### config.mk
export PLATFORM = sky130hd
export DESIGN_NAME = dma_desc_sequencer
export DESIGN_NICKNAME = d
export VERILOG_FILES = /design/src/rtl/dma_desc_sequencer.sv
export SDC_FILE = /design/constraint.sdc
export NUM_CORES = 2
export LEC_CHECK = 0
export BUFFER_PORTS_ARGS = -buffer_cell sky130_fd_sc_hd__buf_2
export CAP_MARGIN = 0
export CORE_AREA = 2 2 412 455
export DETAILED_ROUTE_END_ITERATION = 12
export DIE_AREA = 0 0 414 457
export PLACE_DENSITY = 0.51
export SYNTH_ARGS = -nofsm -noshare
export SYNTH_HDL_FRONTEND = slang
export SYNTH_SLANG_ARGS = --single-unit
### constraint.sdc
create_clock -name clk -period 30.5 [get_ports clk]
set_input_delay 6.1 -clock clk [delete_from_list [all_inputs] [get_ports clk]]
set_output_delay 6.1 -clock clk [all_outputs]
set_load 0.05 [all_outputs]
### src/rtl/dma_desc_sequencer.sv
`default_nettype none
// ============================================================================
// Module   : dma_desc_sequencer
// Brief    : Expands one tile transfer request into per-channel-plane DMA
//            descriptors, tracking read/write spatial positions across requests.
// Revision : 1.0
// ============================================================================
module dma_desc_sequencer #(
    parameter int ADDR_W = 32,
    parameter int DIM_W  = 10,
    parameter int TILE_W = 7,
    parameter int N_W    = 16
) (
    input  logic              clk,
    input  logic              rst_n,
    input  logic              start_i,
    input  logic [2:0]        stream_i,
    input  logic [1:0]        layer_type_i,
    input  logic [ADDR_W-1:0] base_i,
    input  logic [TILE_W-1:0] tile_D_i,
    input  logic [TILE_W-1:0] tile_K_i,
    input  logic [N_W-1:0]    tile_n_i,
    input  logic [DIM_W-1:0]  in_R_i,
    input  logic [DIM_W-1:0]  in_C_i,
    input  logic [DIM_W-1:0]  in_D_i,
    input  logic [DIM_W-1:0]  out_R_i,
    input  logic [DIM_W-1:0]  out_C_i,
    input  logic [DIM_W-1:0]  out_K_i,
    input  logic [TILE_W-1:0] d_idx_i,
    input  logic [TILE_W-1:0] k_idx_i,
    input  logic              pass_done_i,
    input  logic              desc_ready_i,
    input  logic              dma_done_i,
    output logic              desc_valid_o,
    output logic [ADDR_W-1:0] desc_addr_o,
    output logic [ADDR_W-1:0] desc_len_o,
    output logic              desc_write_o,
    output logic              busy_o,
    output logic              done_o,
    output logic              err_o
);

    localparam logic [2:0] c_st_filter = 3'd0;
    localparam logic [2:0] c_st_ifmap  = 3'd1;
    localparam logic [2:0] c_st_bias   = 3'd2;
    localparam logic [2:0] c_st_opsum  = 3'd3;
    localparam logic [2:0] c_st_ipsum  = 3'd4;
    localparam logic [2:0] c_st_ofmap  = 3'd5;
    localparam logic [1:0] c_ly_dw     = 2'd1;

    typedef enum logic [2:0] {
        S_IDLE  = 3'd0,
        S_CALC  = 3'd1,
        S_ISSUE = 3'd2,
        S_WAIT  = 3'd3,
        S_DONE  = 3'd4
    } state_t;

    state_t r_state, w_next_state;

    logic [2:0]        r_stream;
    logic [1:0]        r_layer;
    logic [ADDR_W-1:0] r_base;
    logic [TILE_W-1:0] r_tile_d, r_tile_k, r_d_idx, r_k_idx, r_ch;
    logic [N_W-1:0]    r_tile_n;
    logic [DIM_W-1:0]  r_in_r, r_in_c, r_in_d, r_out_r, r_out_c, r_out_k;
    logic [ADDR_W-1:0] r_rd_pos, r_wr_pos;
    logic              r_adv;
    logic              r_valid, r_write, r_done, r_err;
    logic [ADDR_W-1:0] r_addr, r_len;

    logic              w_is_in, w_is_fmap, w_use_rd, w_eb2, w_dw, w_is_write;
    logic [ADDR_W-1:0] w_rows, w_cols, w_tot_ch, w_tile_ch, w_idx;
    logic [ADDR_W-1:0] w_tile_d, w_tile_k, w_d_idx, w_k_idx, w_out_k;
    logic [ADDR_W-1:0] w_plane, w_ch_base, w_ch_left, w_n_ch, w_seg, w_pos, w_rem;
    logic [ADDR_W-1:0] w_fm_len, w_fm_off, w_off, w_len_el, w_addr, w_len_b;
    logic              w_empty, w_last, w_illegal, w_illegal_in;

    assign w_is_in    = (r_stream == c_st_ifmap);
    assign w_is_fmap  = w_is_in || (r_stream == c_st_opsum) || (r_stream == c_st_ipsum)
                        || (r_stream == c_st_ofmap);
    assign w_use_rd   = w_is_in || (r_stream == c_st_ipsum);
    assign w_eb2      = (r_stream == c_st_bias) || (r_stream == c_st_opsum)
                        || (r_stream == c_st_ipsum);
    assign w_is_write = (r_stream == c_st_opsum) || (r_stream == c_st_ofmap);
    assign w_dw       = (r_layer == c_ly_dw);

    assign w_rows    = ADDR_W'(w_is_in ? r_in_r : r_out_r);
    assign w_cols    = ADDR_W'(w_is_in ? r_in_c : r_out_c);
    assign w_tot_ch  = ADDR_W'(w_is_in ? r_in_d : r_out_k);
    assign w_tile_ch = ADDR_W'(w_is_in ? r_tile_d : r_tile_k);
    assign w_idx     = ADDR_W'(w_is_in ? r_d_idx : r_k_idx);
    assign w_tile_d  = ADDR_W'(r_tile_d);
    assign w_tile_k  = ADDR_W'(r_tile_k);
    assign w_d_idx   = ADDR_W'(r_d_idx);
    assign w_k_idx   = ADDR_W'(r_k_idx);
    assign w_out_k   = ADDR_W'(r_out_k);

    // Feature-map geometry: clamp the channel group and the segment at the map edges
    assign w_plane   = w_rows * w_cols;
    assign w_ch_base = w_idx * w_tile_ch;
    assign w_ch_left = w_tot_ch - w_ch_base;
    assign w_n_ch    = (w_ch_base >= w_tot_ch) ? '0
                     : ((w_tile_ch < w_ch_left) ? w_tile_ch : w_ch_left);
    assign w_seg     = w_dw ? ADDR_W'(r_tile_n) * w_cols : ADDR_W'(r_tile_n);
    assign w_pos     = w_use_rd ? r_rd_pos : r_wr_pos;
    assign w_rem     = w_plane - w_pos;
    assign w_fm_len  = (w_pos >= w_plane) ? '0 : ((w_seg < w_rem) ? w_seg : w_rem);
    assign w_fm_off  = (w_ch_base + ADDR_W'(r_ch)) * w_plane + w_pos;

    always_comb begin
        w_off    = '0;
        w_len_el = '0;
        case (r_stream)
            c_st_filter: begin
                if (w_dw) begin
                    w_off    = w_k_idx * w_tile_k * ADDR_W'(9);
                    w_len_el = w_tile_k * ADDR_W'(9);
                end else begin
                    w_off    = w_k_idx * w_tile_d * w_tile_k + w_d_idx * w_tile_d * w_out_k;
                    w_len_el = w_tile_d * w_tile_k;
                end
            end
            c_st_bias: begin
                w_off    = w_k_idx * w_tile_k;
                w_len_el = w_tile_k;
            end
            default: begin
                if (w_is_fmap) begin
                    w_off    = w_fm_off;
                    w_len_el = w_fm_len;
                end
            end
        endcase
    end

    assign w_empty      = (w_len_el == '0) || (w_is_fmap && (w_n_ch == '0));
    assign w_last       = !w_is_fmap || ((ADDR_W'(r_ch) + ADDR_W'(1)) >= w_n_ch);
    assign w_addr       = r_base + (w_eb2 ? (w_off << 1) : w_off);
    assign w_len_b      = w_eb2 ? (w_len_el << 1) : w_len_el;
    assign w_illegal    = (r_stream > c_st_ofmap) || (r_layer > c_ly_dw);
    assign w_illegal_in = (stream_i > c_st_ofmap) || (layer_type_i > c_ly_dw);

    always_ff @(posedge clk or negedge rst_n) begin
        if (!rst_n) r_state <= S_IDLE;
        else        r_state <= w_next_state;
    end

    always_comb begin
        w_next_state = r_state;
        case (r_state)
            S_IDLE:  if (start_i) w_next_state = w_illegal_in ? S_DONE : S_CALC;
            S_CALC:  w_next_state = w_empty ? S_DONE : S_ISSUE;
            S_ISSUE: if (r_valid && desc_ready_i) w_next_state = S_WAIT;
            S_WAIT:  if (dma_done_i) w_next_state = w_last ? S_DONE : S_CALC;
            S_DONE:  w_next_state = S_IDLE;
            default: w_next_state = S_IDLE;
        endcase
    end

    always_ff @(posedge clk or negedge rst_n) begin
        if (!rst_n) begin
            r_stream <= '0; r_layer  <= '0; r_base   <= '0;
            r_tile_d <= '0; r_tile_k <= '0; r_tile_n <= '0;
            r_in_r   <= '0; r_in_c   <= '0; r_in_d   <= '0;
            r_out_r  <= '0; r_out_c  <= '0; r_out_k  <= '0;
            r_d_idx  <= '0; r_k_idx  <= '0; r_ch     <= '0;
            r_adv    <= 1'b0;
            r_rd_pos <= '0; r_wr_pos <= '0;
            r_valid  <= 1'b0; r_write <= 1'b0;
            r_addr   <= '0; r_len    <= '0;
            r_done   <= 1'b0; r_err   <= 1'b0;
        end else begin
            if (r_state == S_IDLE && start_i) begin
                r_stream <= stream_i; r_layer  <= layer_type_i; r_base <= base_i;
                r_tile_d <= tile_D_i; r_tile_k <= tile_K_i;     r_tile_n <= tile_n_i;
                r_in_r   <= in_R_i;   r_in_c   <= in_C_i;       r_in_d <= in_D_i;
                r_out_r  <= out_R_i;  r_out_c  <= out_C_i;      r_out_k <= out_K_i;
                r_d_idx  <= d_idx_i;  r_k_idx  <= k_idx_i;
                r_ch     <= '0;
                r_adv    <= 1'b0;
            end
            if (r_state == S_WAIT && dma_done_i) begin
                if (w_last) r_adv <= w_is_fmap;
                else        r_ch  <= r_ch + TILE_W'(1);
            end
            if (r_state == S_CALC && !w_empty) begin
                r_addr  <= w_addr;
                r_len   <= w_len_b;
                r_write <= w_is_write;
            end
            // Valid rises one cycle into ISSUE and falls right after acceptance
            if (r_state == S_ISSUE) begin
                if (!r_valid)          r_valid <= 1'b1;
                else if (desc_ready_i) r_valid <= 1'b0;
            end
            r_done <= (r_state == S_DONE);
            r_err  <= (r_state == S_DONE) && w_illegal;
            if (pass_done_i) begin
                r_rd_pos <= '0;
                r_wr_pos <= '0;
            end else if (r_state == S_DONE && r_adv) begin
                if (w_use_rd) r_rd_pos <= r_rd_pos + w_seg;
                else          r_wr_pos <= r_wr_pos + w_seg;
            end
        end
    end

    assign desc_valid_o = r_valid;
    assign desc_addr_o  = r_addr;
    assign desc_len_o   = r_len;
    assign desc_write_o = r_write;
    assign busy_o       = (r_state != S_IDLE);
    assign done_o       = r_done;
    assign err_o        = r_err;

endmodule
`default_nettype wire
==> impl_metrics.ini <==
[timing]
layout_worst_path_cycle_share_pct = 52.1
finalSetupViolations = 0
finClkSkew_ns = 0.0683
tns_ns = 0
period_minus_slack_ns = 15.89
worst_pin_slew_ns = 1.32
fmax_mhz = 62.9
maxSlewViolCount = 0
max_slew_margin_pct = 12.0
rsz0062_at_grt = no
hold_viol_final = 0

[worst_setup_path]
worstReg2RegStart = r_stream[1]$_DFFE_PN0P_
path_delay_family = adder cells
crit_cells = 42
worst-r2r-cell-count = 42
worstPathMaxFanout = 66
cp_slowest_cell = mux2i_1
crit_top_cell = fa_1
endpoint_kind = flip-flop
crit_start = r_stream[1]$_DFFE_PN0P_
critPathRequiredTime_ns = 31.05
critPathMaxStageDelay_ns = 0.78
start_kind = flip-flop
rr_endpoint = desc_len_o[0]$_DFFE_PN0P_
r2r_slack_ns = 14.61
endpoint = desc_len_o[0]$_DFFE_PN0P_
arrival_ns = 16.44
path_class = flip-flop to flip-flop
critPathBufInv = 6

[floorplanning]
start_util_pct = 29.8
io_pins = 216
die_area_um2 = 189000
core-area_um2 = 185000
rows = 166
chipWidth_um = 414
die_h_um = 457

[clocking]
hold_buffers = 0
cts-root-buf = clkbuf_16
clockBufferDepth = 3
h-tree-depth = 2
cts_buffers = 40
insertion_delay_ns = 0.66
cts.clk_slew.worst_paths_ns = 0.06
cts_resized = 0
post-cts-setup-buffer-count = 0
cts_tree = yes
clock_sinks = 284

[route]
detail-route-antenna-nets = 0
wl_per_cell_um = 20.4
dr.pass1.iters = 6
drc = 0
initialDrtViolationCount = 2791
vias = 45100
finalWirelength_um = 186000
viasPerCell = 4.95

[yosys]
synth_nets = 8073
synth_edf_count = 0
ys_ff_latch = 284
synth_most_common_cell = nand2_1
synth.yosys.seq_area_share_pct = 12.9
mappedNetlistArea_um2 = 55000
async_flop_share_pct = 100
synth_cells = 6537
synth.cells.most_frequent = nand2_1 (1284), inv_1 (994), fa_1 (752)
netlist.area_leader.share_pct = 27.4
yosys_most_used_dff = dfrtp_1
netlist_top_cells_area = fa_1 (27%), ha_1 (14%), dfrtp_1 (13%)
ys.warnings.count = 0
synth_top_cell_by_area = fa_1
ys_types = 87
synth_area_per_cell_um2 = 8.42

[place]
place_congestion = 0.983
io_buffer_count = 215
dpl.hpwl_um = 152000

[global_routing]
grt_start_max_net_pins = 107
grt_pass1_wl_um = 286000
gr-total-overflow = 0
antenna_found_initial = 11
grt_pass1_vias = 47000
grt_util_all_layers_pct = 19.6

[cells_and_area]
finalNetCount = 8182
area_growth_pct = 9.82
drive_gt1_share_pct = 7.20

[status]
status = finished clean

[worst_hold_path]
worstHoldPathType = flip-flop to flip-flop

[job]
drv_cap = 0
## metrics by stage
stage | hold slack [ns] | worst slack (ns) | utilization [%] | area [um^2] | std cells
6_report | 0.474 | 14.61 | 32.7 | 60400 | 9116
5_1_grt | 0.492 | 13.96 | 32.7 | 60400 | 9115
4_1_cts | 0.475 | 14.61 | 32.7 | 60400 | 9114
3_5_place_dp | 0.460 | 14.70 | 31.9 | 59000 | 9040
3_3_place_gp | 0.455 | 14.79 | 31.9 | 59000 | 9040
2_1_floorplan | 0.440 | 16.65 | - | 55000 | 6537
## layer usage
layer | routed length, um | GRT usage, % | share of wire, %
met2 | 98400 | 36.7 | 53
met3 | 7120 | 1.93 | 3.8
met4 | 7420 | 7.28 | 4.0
met5 | 15 | 0 | 0.0080
met1 | 73400 | 23.0 | 39
## area by class of cell
| cell class | count | area [um^2] |
|---|---|---|
| Multi-Input combinational cell | 5012 | 43300 |
| Inverter | 995 | 3730 |
| Sequential cell | 284 | 7110 |
| Fill cell | 19600 | 124000 |
| Clock buffer | 53 | 1120 |
| Clock inverter | 21 | 308 |
| Antenna cell | 2 | 5.00 |
| Tap cell | 2436 | 3050 |
| Timing Repair Buffer | 313 | 1820 |
## worst min-delay path, stage by stage, from the launching register on
cell	delay (ns)
dfrtp_1	0.34
nand2_1	0.05
nand2_1	0.05
## kinds of logic after synthesis
| logic type | after synthesis | share of synthesized area [%] |
|---|---|---|
| flops | 284 | 12.9 |
| simple gates | 2324 | 19.0 |
| xor+xnor | 272 | 4.36 |
| fa+ha+maj | 1389 | 41.8 |
| mux | 173 | 3.38 |
| other cells | 1 | 0.00681 |
| compound gates | 853 | 9.88 |
| buf+inv | 1241 | 8.59 |
## how the worst min path moves through the flow
stage / startpoint / endpoint / slack [ns] / cells past startpoint
after floorplan: r_in_c[1]$_DFFE_PN0P_ / r_in_c[1]$_DFFE_PN0P_ / 0.44 / 2
after global placement: r_out_c[7]$_DFFE_PN0P_ / r_out_c[7]$_DFFE_PN0P_ / 0.46 / 2
after detailed placement: r_in_d[7]$_DFFE_PN0P_ / r_in_d[7]$_DFFE_PN0P_ / 0.46 / 2
after CTS: r_in_d[7]$_DFFE_PN0P_ / r_in_d[7]$_DFFE_PN0P_ / 0.48 / 2
after global routing: r_in_c[9]$_DFFE_PN0P_ / r_in_c[9]$_DFFE_PN0P_ / 0.49 / 2
final: r_in_d[7]$_DFFE_PN0P_ / r_in_d[7]$_DFFE_PN0P_ / 0.47 / 2
## placed cells by master (no fill, tap or decap), drive strengths merged, types with 10 or more instances in the layout
| master | netlist | routed |
|---|---|---|
| nand2 | 1285 | 1285 |
| a211o | 14 | 14 |
| nor3 | 75 | 75 |
| mux2i | 78 | 78 |
| o21ai | 212 | 212 |
| clkinv | 1 | 13 |
| o21a | 55 | 55 |
| or2 | 26 | 26 |
| a21oi | 220 | 220 |
| o211ai | 26 | 26 |
| and2 | 302 | 302 |
| buf | 31 | 313 |
| nand3 | 49 | 49 |
| clkbuf | 215 | 53 |
| nand2b | 79 | 79 |
| o21bai | 33 | 33 |
| nor4 | 10 | 10 |
| nand4 | 21 | 21 |
| or3 | 22 | 22 |
| xor2 | 102 | 102 |
| nand3b | 13 | 13 |
| and3 | 36 | 36 |
| a22oi | 15 | 15 |
| a21boi | 21 | 21 |
| dfrtp | 284 | 284 |
| o31ai | 29 | 29 |
| nor2b | 62 | 62 |
| a31oi | 20 | 20 |
| inv | 994 | 997 |
| a21o | 78 | 78 |
| xnor2 | 170 | 170 |
| o31a | 13 | 13 |
| nor2 | 315 | 315 |
| o22ai | 10 | 10 |
| or4 | 11 | 11 |
| ha | 637 | 637 |
| mux2 | 95 | 95 |
| fa | 752 | 752 |
| a211oi | 33 | 33 |
## state kept, by name (all words and copies together), names as in the netlist, 16 cells and up
name / count
r_tile_n: 16
r_rd_pos: 32
r_base: 32
desc_addr_o: 32
desc_len_o: 32
r_wr_pos: 32
Power is left out: the tool's default activity adds up to more than one toggle a clock period on the data nets, which glitch-free logic cannot reach.
